$ cat src/rtl/apb_master_arbiter_if.sv
// apb_master_arbiter_if: requester and APB bus signals for apb_master_arbiter.
// master modport (arbiter side):
//   in : req_i, addr_i, write_i, wdata_i, strb_i  - two requesters, packed per requester
//   in : pready_i, pslverr_i, prdata_i            - APB slave response
//   out: done_o, rdata_o, err_o                   - completion pulse and result
//   out: paddr_o, pport_o, psel_o, penable_o, pwrite_o, pwdata_o, pstrb_o - APB request
// slave modport: the mirror image, for whatever drives the requesters and the APB slave.
interface apb_master_arbiter_if #(
   parameter int ADDR_WIDTH = 32,
   parameter int DATA_WIDTH = 32
);
   logic [1:0]                  req_i;
   logic [2*ADDR_WIDTH-1:0]     addr_i;
   logic [1:0]                  write_i;
   logic [2*DATA_WIDTH-1:0]     wdata_i;
   logic [2*DATA_WIDTH/8-1:0]   strb_i;
   logic [1:0]                  done_o;
   logic [DATA_WIDTH-1:0]       rdata_o;
   logic                        err_o;
   logic [ADDR_WIDTH-1:0]       paddr_o;
   logic [2:0]                  pport_o;
   logic                        psel_o;
   logic                        penable_o;
   logic                        pwrite_o;
   logic [DATA_WIDTH-1:0]       pwdata_o;
   logic [DATA_WIDTH/8-1:0]     pstrb_o;
   logic                        pready_i;
   logic                        pslverr_i;
   logic [DATA_WIDTH-1:0]       prdata_i;
   modport master (
      input  req_i, addr_i, write_i, wdata_i, strb_i, pready_i, pslverr_i, prdata_i,
      output done_o, rdata_o, err_o, paddr_o, pport_o, psel_o, penable_o, pwrite_o,
             pwdata_o, pstrb_o
   );
   modport slave (
      output req_i, addr_i, write_i, wdata_i, strb_i, pready_i, pslverr_i, prdata_i,
      input  done_o, rdata_o, err_o, paddr_o, pport_o, psel_o, penable_o, pwrite_o,
             pwdata_o, pstrb_o
   );
endinterface

$ cat src/rtl/apb_master_arbiter.sv
// apb_master_arbiter: two-requester round-robin APB master with wait-state timeout.
// Ports:
//   pclk_i  - clock, rising edge
//   prstn_i - synchronous active-low reset
//   bus     - apb_master_arbiter_if.master: requester side (req/addr/write/wdata/strb in,
//             done/rdata/err out) and APB side (paddr/pport/psel/penable/pwrite/pwdata/pstrb
//             out, pready/pslverr/prdata in)
module apb_master_arbiter #(
   parameter int ADDR_WIDTH = 32,
   parameter int DATA_WIDTH = 32,
   parameter int TO_CYCLES  = 16
) (
   input logic                  pclk_i,
   input logic                  prstn_i,
   apb_master_arbiter_if.master bus
);
   localparam int SW = DATA_WIDTH / 8;
   localparam int CW = TO_CYCLES > 0 ? $clog2(TO_CYCLES + 1) : 1;
   typedef enum logic [1:0] {IDLE, SETUP, ACCESS} state_t;
   state_t                state_q;
   logic                  grant_q;
   logic                  last_q;
   logic [CW-1:0]         cnt_q;
   logic [1:0]            done_q;
   logic [DATA_WIDTH-1:0] rdata_q;
   logic                  err_q;
   logic [ADDR_WIDTH-1:0] paddr_q;
   logic                  psel_q;
   logic                  penable_q;
   logic                  pwrite_q;
   logic [DATA_WIDTH-1:0] pwdata_q;
   logic [SW-1:0]         pstrb_q;
   logic                  pick_d;
   logic                  wr_d;
   logic                  timeout_d;
   // On a tie the requester not granted last wins; otherwise the lone requester wins.
   assign pick_d    = (&bus.req_i) ? ~last_q : bus.req_i[1];
   assign wr_d      = bus.write_i[pick_d];
   // Fires on the TO_CYCLES-th not-ready ACCESS cycle.
   assign timeout_d = (TO_CYCLES > 0) && (cnt_q == CW'(TO_CYCLES - 1));
   always_ff @(posedge pclk_i) begin
      if (!prstn_i) begin
         state_q   <= IDLE;
         grant_q   <= 1'b0;
         last_q    <= 1'b1;
         cnt_q     <= '0;
         done_q    <= '0;
         rdata_q   <= '0;
         err_q     <= 1'b0;
         paddr_q   <= '0;
         psel_q    <= 1'b0;
         penable_q <= 1'b0;
         pwrite_q  <= 1'b0;
         pwdata_q  <= '0;
         pstrb_q   <= '0;
      end else begin
         done_q  <= '0;
         rdata_q <= '0;
         err_q   <= 1'b0;
         case (state_q)
            IDLE: begin
               // A finishing requester still shows req_i during its done cycle.
               if (done_q == 2'b00 && bus.req_i != 2'b00) begin
                  grant_q   <= pick_d;
                  last_q    <= pick_d;
                  paddr_q   <= bus.addr_i[pick_d*ADDR_WIDTH +: ADDR_WIDTH];
                  pwrite_q  <= wr_d;
                  pwdata_q  <= wr_d ? bus.wdata_i[pick_d*DATA_WIDTH +: DATA_WIDTH] : '0;
                  pstrb_q   <= wr_d ? bus.strb_i[pick_d*SW +: SW] : '0;
                  psel_q    <= 1'b1;
                  penable_q <= 1'b0;
                  cnt_q     <= '0;
                  state_q   <= SETUP;
               end
            end
            SETUP: begin
               penable_q <= 1'b1;
               state_q   <= ACCESS;
            end
            ACCESS: begin
               if (bus.pready_i || timeout_d) begin
                  psel_q    <= 1'b0;
                  penable_q <= 1'b0;
                  state_q   <= IDLE;
                  done_q    <= grant_q ? 2'b10 : 2'b01;
                  err_q     <= bus.pready_i ? bus.pslverr_i : 1'b1;
                  rdata_q   <= (bus.pready_i && !pwrite_q) ? bus.prdata_i : '0;
               end else if (TO_CYCLES > 0) begin
                  cnt_q <= cnt_q + 1'b1;
               end
            end
            default: state_q <= IDLE;
         endcase
      end
   end
   assign bus.done_o    = done_q;
   assign bus.rdata_o   = rdata_q;
   assign bus.err_o     = err_q;
   assign bus.paddr_o   = paddr_q;
   assign bus.pport_o   = 3'b000;
   assign bus.psel_o    = psel_q;
   assign bus.penable_o = penable_q;
   assign bus.pwrite_o  = pwrite_q;
   assign bus.pwdata_o  = pwdata_q;
   assign bus.pstrb_o   = pstrb_q;
endmodule

$ cat src/flat_wrapper.sv
// flat-port wrapper written by rule: the top's interface ports become plain ports
module apb_master_arbiter_flat 
#(
   parameter int ADDR_WIDTH = 32,
   parameter int DATA_WIDTH = 32,
   parameter int TO_CYCLES  = 16
)
  (pclk_i, prstn_i, bus_req_i, bus_addr_i, bus_write_i, bus_wdata_i, bus_strb_i, bus_pready_i, bus_pslverr_i, bus_prdata_i, bus_done_o, bus_rdata_o, bus_err_o, bus_paddr_o, bus_pport_o, bus_psel_o, bus_penable_o, bus_pwrite_o, bus_pwdata_o, bus_pstrb_o);
  apb_master_arbiter_if #(.ADDR_WIDTH(ADDR_WIDTH), .DATA_WIDTH(DATA_WIDTH)) bus_i ();
  input logic pclk_i;
  input logic prstn_i;
  input wire logic [$bits(bus_i.req_i)-1:0] bus_req_i;
  input wire logic [$bits(bus_i.addr_i)-1:0] bus_addr_i;
  input wire logic [$bits(bus_i.write_i)-1:0] bus_write_i;
  input wire logic [$bits(bus_i.wdata_i)-1:0] bus_wdata_i;
  input wire logic [$bits(bus_i.strb_i)-1:0] bus_strb_i;
  input wire logic [$bits(bus_i.pready_i)-1:0] bus_pready_i;
  input wire logic [$bits(bus_i.pslverr_i)-1:0] bus_pslverr_i;
  input wire logic [$bits(bus_i.prdata_i)-1:0] bus_prdata_i;
  output wire logic [$bits(bus_i.done_o)-1:0] bus_done_o;
  output wire logic [$bits(bus_i.rdata_o)-1:0] bus_rdata_o;
  output wire logic [$bits(bus_i.err_o)-1:0] bus_err_o;
  output wire logic [$bits(bus_i.paddr_o)-1:0] bus_paddr_o;
  output wire logic [$bits(bus_i.pport_o)-1:0] bus_pport_o;
  output wire logic [$bits(bus_i.psel_o)-1:0] bus_psel_o;
  output wire logic [$bits(bus_i.penable_o)-1:0] bus_penable_o;
  output wire logic [$bits(bus_i.pwrite_o)-1:0] bus_pwrite_o;
  output wire logic [$bits(bus_i.pwdata_o)-1:0] bus_pwdata_o;
  output wire logic [$bits(bus_i.pstrb_o)-1:0] bus_pstrb_o;
  assign bus_i.req_i = bus_req_i;
  assign bus_i.addr_i = bus_addr_i;
  assign bus_i.write_i = bus_write_i;
  assign bus_i.wdata_i = bus_wdata_i;
  assign bus_i.strb_i = bus_strb_i;
  assign bus_i.pready_i = bus_pready_i;
  assign bus_i.pslverr_i = bus_pslverr_i;
  assign bus_i.prdata_i = bus_prdata_i;
  assign bus_done_o = bus_i.done_o;
  assign bus_rdata_o = bus_i.rdata_o;
  assign bus_err_o = bus_i.err_o;
  assign bus_paddr_o = bus_i.paddr_o;
  assign bus_pport_o = bus_i.pport_o;
  assign bus_psel_o = bus_i.psel_o;
  assign bus_penable_o = bus_i.penable_o;
  assign bus_pwrite_o = bus_i.pwrite_o;
  assign bus_pwdata_o = bus_i.pwdata_o;
  assign bus_pstrb_o = bus_i.pstrb_o;
  apb_master_arbiter #(.ADDR_WIDTH(ADDR_WIDTH), .DATA_WIDTH(DATA_WIDTH), .TO_CYCLES(TO_CYCLES)) u_core (.pclk_i(pclk_i), .prstn_i(prstn_i), .bus(bus_i));
endmodule
$ cat config.mk
export PLATFORM = sky130hd
export DESIGN_NAME = apb_master_arbiter_flat
export DESIGN_NICKNAME = d
export VERILOG_FILES = /design/src/rtl/apb_master_arbiter_if.sv /design/src/rtl/apb_master_arbiter.sv /design/src/flat_wrapper.sv
export SDC_FILE = /design/constraint.sdc
export NUM_CORES = 1
export LEC_CHECK = 0
export CAP_MARGIN = 15
export CORE_MARGIN = 5
export CORE_UTILIZATION = 41
export CTS_CLUSTER_SIZE = 10
export DETAILED_ROUTE_END_ITERATION = 8
export PLACE_DENSITY = 0.89
export SETUP_SLACK_MARGIN = 0.4
export SLEW_MARGIN = 25
export SYNTH_ARGS = -nofsm -noshare
export SYNTH_HDL_FRONTEND = slang
export SYNTH_SLANG_ARGS = --single-unit
$ cat constraint.sdc
create_clock -name pclk_i -period 3.95 [get_ports pclk_i]
set_input_delay 0.79 -clock pclk_i [delete_from_list [all_inputs] [get_ports pclk_i]]
set_output_delay 0.79 -clock pclk_i [all_outputs]
set_load 0.01 [all_outputs]
Yosys cells after proc, flatten, opt, wreduce, memory -nomap -nowiden
Cells that the tools add are included.

Register bits after elaboration: 115. Input bits: 176. Output and inout bits: 109. Logic and storage cells: 60.

$add $sub $neg: 1. Magnitude comparators: 1. Eq/ne operators: 6. Shift operators: 3. Mux-type cells: 18. Bitwise logic cells: 1. Reductions and logical operators: 17.

Operators by type and width (number): variable part select 64 x 7 -> 32 bit (2); 2-to-1 mux 32 bit (1); AND reduction 3 bit (4); 2-to-1 mux 5 bit (2); one-hot mux 5 bit (2 select lines) (1); variable part select 8 x 4 -> 4 bit (1); 2-to-1 mux 1 bit (7); 2-to-1 mux 2 bit (3); one-hot mux 2 bit (3 select lines) (1); AND reduction 2 bit (3); adder 5 x 1 -> 5 bit (second input constant) (1); equality test 5 x 4 -> 1 bit (second input constant) (1); logical NOT 2 bit (2); 2-to-1 mux 4 bit (1); inequality test 2 x 1 -> 1 bit (second input constant) (2); AND reduction 4 bit (1); nonzero test 2 bit (2); one-hot mux 1 bit (3 select lines) (1); nonzero test 3 bit (1); equality test 2 x 1 -> 1 bit (second input constant) (1); equality test 2 bit (second input constant) (1); logical AND 1 bit (2); less-than comparator 1 x 2 -> 1 bit (second input constant) (1); inequality test 2 bit (second input constant) (1); other kinds (4) (4).

Logic depth before layout (Yosys ltp)
Gate-level depths: netlist of the first run.

Depth after elaboration: 5. Depth in mapped cells: 7. Mapped depth without buffers: 6.

Worst setup path after synthesis of the first run
No wires, ideal clock.

Path kind: register -> register. Start point: reg u_core.cnt_q[0]. End point: reg u_core.cnt_q[3]. Setup time: 71 ps. Arrival: 1972 ps. Required time: 3879 ps. Path slack: 1907 ps. Cell stages (with the launch flop): 8. Path buffers: 1. Clock period less this slack: 2043 ps. Path through: dfxtp_1 ha_1 and3_1 ha_1 or4b_1 buf_2 or3_1 a21oi_1.

Cells in the longest elaborated chain, start to end: 4. Elaborated cells on any way between the ends: 7. Classes of those cells: add/sub (1); eq/ne (2); mux (2); reduce/logical (2).

RTL lines: start: declaration (line apb_master_arbiter.sv:23) `logic [CW-1:0] cnt_q;`; start signal: assignment (line apb_master_arbiter.sv:89) `cnt_q <= cnt_q + 1'b1;`; parallel branches: the longest is 4 deep, another holds adder 5 x 1 -> 5 bit.

Several ways; the timed one is not identified. The select of a mux whose other input is x is not followed. A chain may end at the register's enable or synchronous reset.

Final worst setup path of the first run
Start point: in bus_req_i[0]. End point: reg u_core.pwdata_q[27] (netlist: u_core.bus.pwdata_o[27]).

Cells in the longest elaborated chain, start to end: 5. Elaborated cells on any way between the ends: 9. Classes of those cells: shift (1); mux (4); reduce/logical (4).

RTL lines: start: declaration (line flat_wrapper.sv:12) `input wire logic [$bits(bus_i.req_i)-1:0] bus_req_i;`; parallel branches: the longest is 5 deep, another holds variable part select 64 x 7 -> 32 bit; end signal: assignment (line apb_master_arbiter.sv:68) `pwdata_q <= wr_d ? bus.wdata_i[pick_d*DATA_WIDTH +: DATA_WIDTH] : '0;`; end: declaration (line apb_master_arbiter.sv:31) `logic [DATA_WIDTH-1:0] pwdata_q;`.

Several ways; the timed one is not identified. The select of a mux whose other input is x is not followed.

==> results of run 1 <==
==> kinds of logic (layout without fill, tap and decap cells) <==
group | count (synthesis) | count (layout) | share of synthesized area, %
AO/OA/AOI/OAI | 158 | 158 | 29.5
flip-flops | 115 | 115 | 47.8
buffers and inverters | 112 | 377 | 10.4
AND/OR/NAND/NOR | 99 | 99 | 11.7
adder cells (fa/ha/maj) | 2 | 2 | 0.519
other | 1 | 3 | 0.0778
==> synthesized netlist by cell type, types with 4 or more instances <==
cell	count
nor2_1	9
o32ai_1	11
o21ai_0	6
o221a_2	22
inv_1	50
dfxtp_1	115
a311oi_1	36
o32a_1	22
a221oi_1	47
nand2_1	4
and2_1	32
clkbuf_1	39
buf_6	8
buf_2	9
a21oi_1	6
nand3_1	38
==> worst max-delay path, stage by stage <==
cell	delay, ns
clkdlybuf4s50_1	0.65
a21bo_2	0.55
buf_4	0.50
nand3_1	0.15
a221oi_1	0.33
==> flip-flops by register name (all words and copies together) (netlist names), 2 cells and up <==
signal and flops:
u_core.bus.done_o 2, u_core.bus.paddr_o 32, u_core.bus.pstrb_o 4, u_core.bus.pwdata_o 32, u_core.bus.rdata_o 32, u_core.cnt_q 5, u_core.state_q 2
==> power by group <==
part / leakage [nW] / switching, mW / total, mW / internal [mW]
registers: 0.945 / 0.0635 / 1.33 / 1.27
logic: 1.76 / 0.371 / 0.837 / 0.465
clock network: 0.291 / 0.568 / 1.59 / 1.02
==> layer usage <==
| metal | global-route usage, % | vias up | part of all wire (%) |
|---|---|---|---|
| met5 | 0 | - | 0 |
| met1 | 28.2 | 2393 | 38 |
| met2 | 43.7 | 328 | 51 |
| met3 | 7.16 | 47 | 8.1 |
| met4 | 11.9 | 0 | 3.5 |
| li1 | - | 2372 | - |
==> cell type report <==
type                            instances  share of cell area, %
Clock inverter                         13                   2.07
Tap cell                              143                   2.17
Clock buffer                           19                   5.38
Timing Repair Buffer                  293                   35.3
Sequential cell                       115                   28.0
Inverter                               52                   2.37
Multi-Input combinational cell        262                   24.8
==> metrics by stage <==
| step | worst slack (ns) | utilization, % | hold WS [ns] |
|---|---|---|---|
| global placement | 1.03 | 66.4 | 0.415 |
| CTS | 1.31 | 71.8 | 0.452 |
| detailed placement | 0.883 | 66.4 | 0.445 |
| finish | 1.23 | 71.8 | 0.451 |
| global route | 1.16 | 71.8 | 0.477 |
| floorplan | 1.91 | - | 0.398 |
==> how the worst max path moves through the flow <==
stage,start,end,slack (ns),cells after the start
3_5_place_dp,bus_req_i[0],u_core.bus.paddr_o[25]$_SDFFE_PN0P_,0.88,5
4_1_cts,bus_req_i[0],u_core.bus.paddr_o[25]$_SDFFE_PN0P_,1.31,5
6_report,bus_req_i[0],u_core.bus.pwdata_o[27]$_SDFFE_PN0P_,1.23,5
5_1_grt,bus_req_i[0],u_core.bus.pwdata_o[27]$_SDFFE_PN0P_,1.16,5
3_3_place_gp,bus_req_i[0],u_core.bus.paddr_o[26]$_SDFFE_PN0P_,1.03,5
2_1_floorplan,u_core.cnt_q[0]$_SDFFE_PN0P_,u_core.cnt_q[3]$_SDFFE_PN0P_,1.91,7
==> results.cfg, run 1 <==
[die]
core_um2 = 11500
io_pins = 285
fp.dieW_um = 118
num_rows = 39
initial_core_util_pct = 42.0
dieArea_um2 = 14000
die_y_um = 118

[final_layout]
final_cell_mix = clkdlybuf4s50_1, dfxtp_1, inv_1
fin_area_um2 = 8230
layout_commonest_cell = clkdlybuf4s50_1
drive_gt1_share_pct = 9.68
n_antenna_cell = 0
n_fill_cell = 817
layoutNonFillerInstCount = 897
register_area_um2 = 2300
fin_nets = 919
multi_input_area_um2 = 2040
area_delta_synth_final_pct = 70.8

[sta]
period_needed_ns = 2.72
fin_tns_setup_ns = 0
fin_skew_ns = 0.0120
period_share_pct = 68.8
tightest_slew_ns = 0.969
rsz0062_at_grt = no
finalSetupViolCount = 0
relSlewSlack_pct = 34.9
hold_viol = 0
drv_slew = 0
clock.fmax_mhz = 368

[yosys]
seq_area_frac_synth_pct = 47.8
yosys.area.top_type = dfxtp_1
ys_top_cells_by_area = dfxtp_1, a221oi_1, a311oi_1, o221a_2, o32a_1
avgSynthCellArea_um2 = 9.89
netlist_area_um2 = 4820
async_reset_ff_share_pct = 0
synth_edf_count = 0
yosys.cell_types.count = 36
ys.warnings.count = 0
ys_ff_latch = 115
synthCells = 487
yosysTopAreaCellShare_pct = 47.8
synthFlopType = dfxtp_1

[critical_path]
crit_required_ns = 4.23
ff2ff_path_depth = 4
r2r_slack_ns = 1.42
reg2reg_to = u_core.bus.pwdata_o[27]$_SDFFE_PN0P_
crit_type = input port to register
start_kind = input port
reg2reg_from = u_core.state_q[1]$_SDFFE_PN0P_
end_kind = register
cp_max_fo = 41
critPathArrivalTime_ns = 3.00

[clocking]
post_cts_buffers = 0
cts_resized = 0
h-tree-depth = 4
cts.sinks = 115
clock-root-buffer = clkbuf_16
cts_tree = yes
cts_hold_buffers = 0
cts.clk_slew.worst_paths_ns = 0.06
cts_buffers = 17
clkLatencyLatePin_ns = 0.42
clock_path_buffers = 2

[grt]
grt_pass1_wl_um = 28500
grt-ovfl-total = 0
antenna_found_initial = 0
grt_max_degree = 66
grt_pass1_vias = 5274
grt_usage_pct = 25.1

[hold_path]
hold_depth = 1
min_to = u_core.bus.done_o[0]$_SDFF_PN0_
hp-class = register to register
hold_start = u_core.grant_q$_SDFFE_PN0P_

[pwr]
power_mw = 3.75
p_leak_nw = 2.99
peakVddDrop_uv = 332
pwr_density_cell_nw_per_um2 = 456

[outcome]
outcome = finished clean

[place]
dpl.hpwl_um = 13200
place_inst = 865
placed_area_um2 = 7620
io_buffers = 281
place.gp.congestion = 0.804

[routing]
drc_errors = 0
dr_total_vias = 5140
drtAntennaViolNets = 0
drtIter0Drc = 416
vias_per_cell = 5.73
drt_wl_total_um = 18400
post_drt_wl_per_cell_um = 20.6
firstDrtPassIters = 5

[flow_run]
drv_cap = 0
Power figures use the tool's default switching activity.
==> run 2: changes to the inputs <==
- CORE_UTILIZATION: 41 -> 34
- PLACE_DENSITY: 0.89 -> 0.79
- clock period: 3.95 -> 2.2 ns (I/O delays scaled with it)
==> run 2 against run 1 <==
  * First-iteration DRC count is 34% lower
  * Core utilization decreased by 9.9 points
  * Power increased by 80%
  * Count of clock-buffer cells in the layout shrank 2
  * Routed wire length up 0.21%
  * Die area is 19% higher
  * Flip-flop and latch count unchanged
  * Combinational power increased by 89%
==> results.cfg, run 2 (same netlist as run 1, synthesis figures left out) <==
[outcome]
outcome = finished clean

[final_layout]
final_cell_mix = clkdlybuf4s50_1, dfxtp_1, inv_1
area_delta_synth_final_pct = 78.3
n_fill_cell = 1088
multi_input_area_um2 = 2110
layout_commonest_cell = clkdlybuf4s50_1
register_area_um2 = 2310
fin_nets = 934
post-route-util_pct = 61.9
n_antenna_cell = 0
drive_gt1_share_pct = 13.4

[grt]
met3_usage_pct = 7.25
grt_max_degree = 43
grt.met1_usage_pct = 24.1
grt-ovfl-total = 0
top_usage_layer = met2
grt_usage_pct = 21.3
grt_pass1_wl_um = 27800
antenna_found_initial = 0
grt_pass1_vias = 5206
use_met2_pct = 37.2

[pwr]
peakVddDrop_uv = 491
p_sw_share_pct = 27.8
p_int_mw = 4.87
p_leak_nw = 3.33
power_frac_comb_pct = 23.5
seqPwrFrac_pct = 35.4
p_sw_mw = 1.87
pwr_density_cell_nw_per_um2 = 785
power_frac_clock_pct = 41.1

[die]
initial_core_util_pct = 34.7
io_pins = 285
die_y_um = 129
num_rows = 43
dieArea_um2 = 16600
fp.dieW_um = 129
core_um2 = 13900

[hold_path]
hold_start = u_core.grant_q$_SDFFE_PN0P_
hold_depth = 1
min_to = u_core.bus.done_o[0]$_SDFF_PN0_
hp-class = register to register

[critical_path]
crit_type = register to register
path_cells = ha_4 -> and3_4 -> ha_4 -> or4b_4 -> or3_4 -> a21oi_2
crit_required_ns = 2.54
cp_max_fo = 7
max_stage_delay_ns = 0.52
reg2reg_from = u_core.cnt_q[1]$_SDFFE_PN0P_
r2r_slack_ns = 0.29
reg2reg_to = u_core.cnt_q[2]$_SDFFE_PN0P_
start_kind = register
cp_slowest_cell = or4b_4
ff2ff_path_depth = 6
worst_path_most_repeated_cell = ha_4
critPathArrivalTime_ns = 2.25
end_kind = register

[sta]
clock.fmax_mhz = 524
fin_tns_setup_ns = 0
fin_skew_ns = 0.00739
hold_viol = 0
drv_slew = 0
finalSetupViolCount = 0
rsz0062_at_grt = yes
holdWs_ns = 0.445
period_share_pct = 86.7
period_needed_ns = 1.91
fin_ws_ns = 0.293

[place]
io_buffers = 281
dpl.hpwl_um = 13300
post-place-ws_ns = 0.0964
place.gp.congestion = 0.889

[clocking]
cts_tree = yes
clkLatencyLatePin_ns = 0.41
h-tree-depth = 4
clock_path_buffers = 2
clock-root-buffer = clkbuf_16
cts_buffers = 17
cts.sinks = 115
cts.clk_slew.worst_paths_ns = 0.06
cts_hold_buffers = 0

[routing]
vias_per_cell = 5.44
drc_errors = 0
dr_total_vias = 5165
drt_wl_total_um = 18500
post_drt_wl_per_cell_um = 19.5
firstDrtPassIters = 6
drtAntennaViolNets = 0
drtIter0Drc = 275

[flow_run]
drv_cap = 0
[run 2: cell types whose count changed in the layout (fill, tap and decap cells not counted), moves of 3 or more]
cell             delta
a311oi_1            -3
a311oi_2            +3
buf_12              +9
buf_4               +5
clkdlybuf4s50_1    -18
clkinv_4            +5
dfxtp_1             -3
dfxtp_2             +3
dlygate4sd2_1       +5
dlymetal6s2s_1     +13
[run 2: critical path, delay by kind of cell, from the launching register on]
kind	cells	cell delay, ns
compound gates	1	0.13
flops	1	0.34
fa+ha+maj	2	0.32
simple gates	3	1.05
[run 2: through the flow]
stage	area, µm²	instances	power (mW)
final	8590	949	6.74
after CTS	8490	946	6.79
after global routing	8590	949	7.02
after detailed placement	7890	914	4.00
after global placement	7890	914	3.96
after floorplan	4850	489	3.11
[run 2: layout make-up]
class,instances,share of cell area [%]
repair buffers,308,36.8
clock inverters,15,2.01
multi-input cells,262,24.5
clock buffers,17,4.95
well taps,180,2.62
inverters,52,2.27
flip-flops and latches,115,26.9
[run 2: repair_timing]
item | in CTS | in global routing
endpoints found under the setup margin | 22 | 56
pin swaps | 1 | 1
setup buffers | 0 | 3
gates resized for setup | 9 | 22
[run 2: worst max path at each step]
stage,from,end,slack [ns],depth (start not counted)
final,u_core.cnt_q[1]$_SDFFE_PN0P_,u_core.cnt_q[2]$_SDFFE_PN0P_,0.29,6
after global routing,u_core.cnt_q[0]$_SDFFE_PN0P_,u_core.cnt_q[2]$_SDFFE_PN0P_,0.24,6
after CTS,u_core.cnt_q[0]$_SDFFE_PN0P_,u_core.cnt_q[2]$_SDFFE_PN0P_,0.28,6
after detailed placement,bus_req_i[1],u_core.bus.paddr_o[24]$_SDFFE_PN0P_,0.1,6
after global placement,bus_req_i[1],u_core.bus.pwrite_o$_SDFFE_PN0P_,0.17,5
after floorplan,u_core.cnt_q[1]$_SDFFE_PN0P_,u_core.cnt_q[3]$_SDFFE_PN0P_,0.33,7
[run 2: power groups by stage]
stage	sequential [mW]	clock, mW	combinational [mW]
floorplan	2.50	0	0.615
global route	2.41	2.92	1.69
global placement	2.42	0	1.54
detailed placement	2.43	0	1.57
CTS	2.39	2.83	1.57
finish	2.39	2.77	1.58
[run 2: layer usage]
| layer | up-vias | wire (µm) |
|---|---|---|
| met2 | 296 | 9230 |
| met5 | - | 0 |
| met4 | 0 | 419 |
| met1 | 2430 | 7090 |
| li1 | 2404 | - |
| met3 | 35 | 1750 |
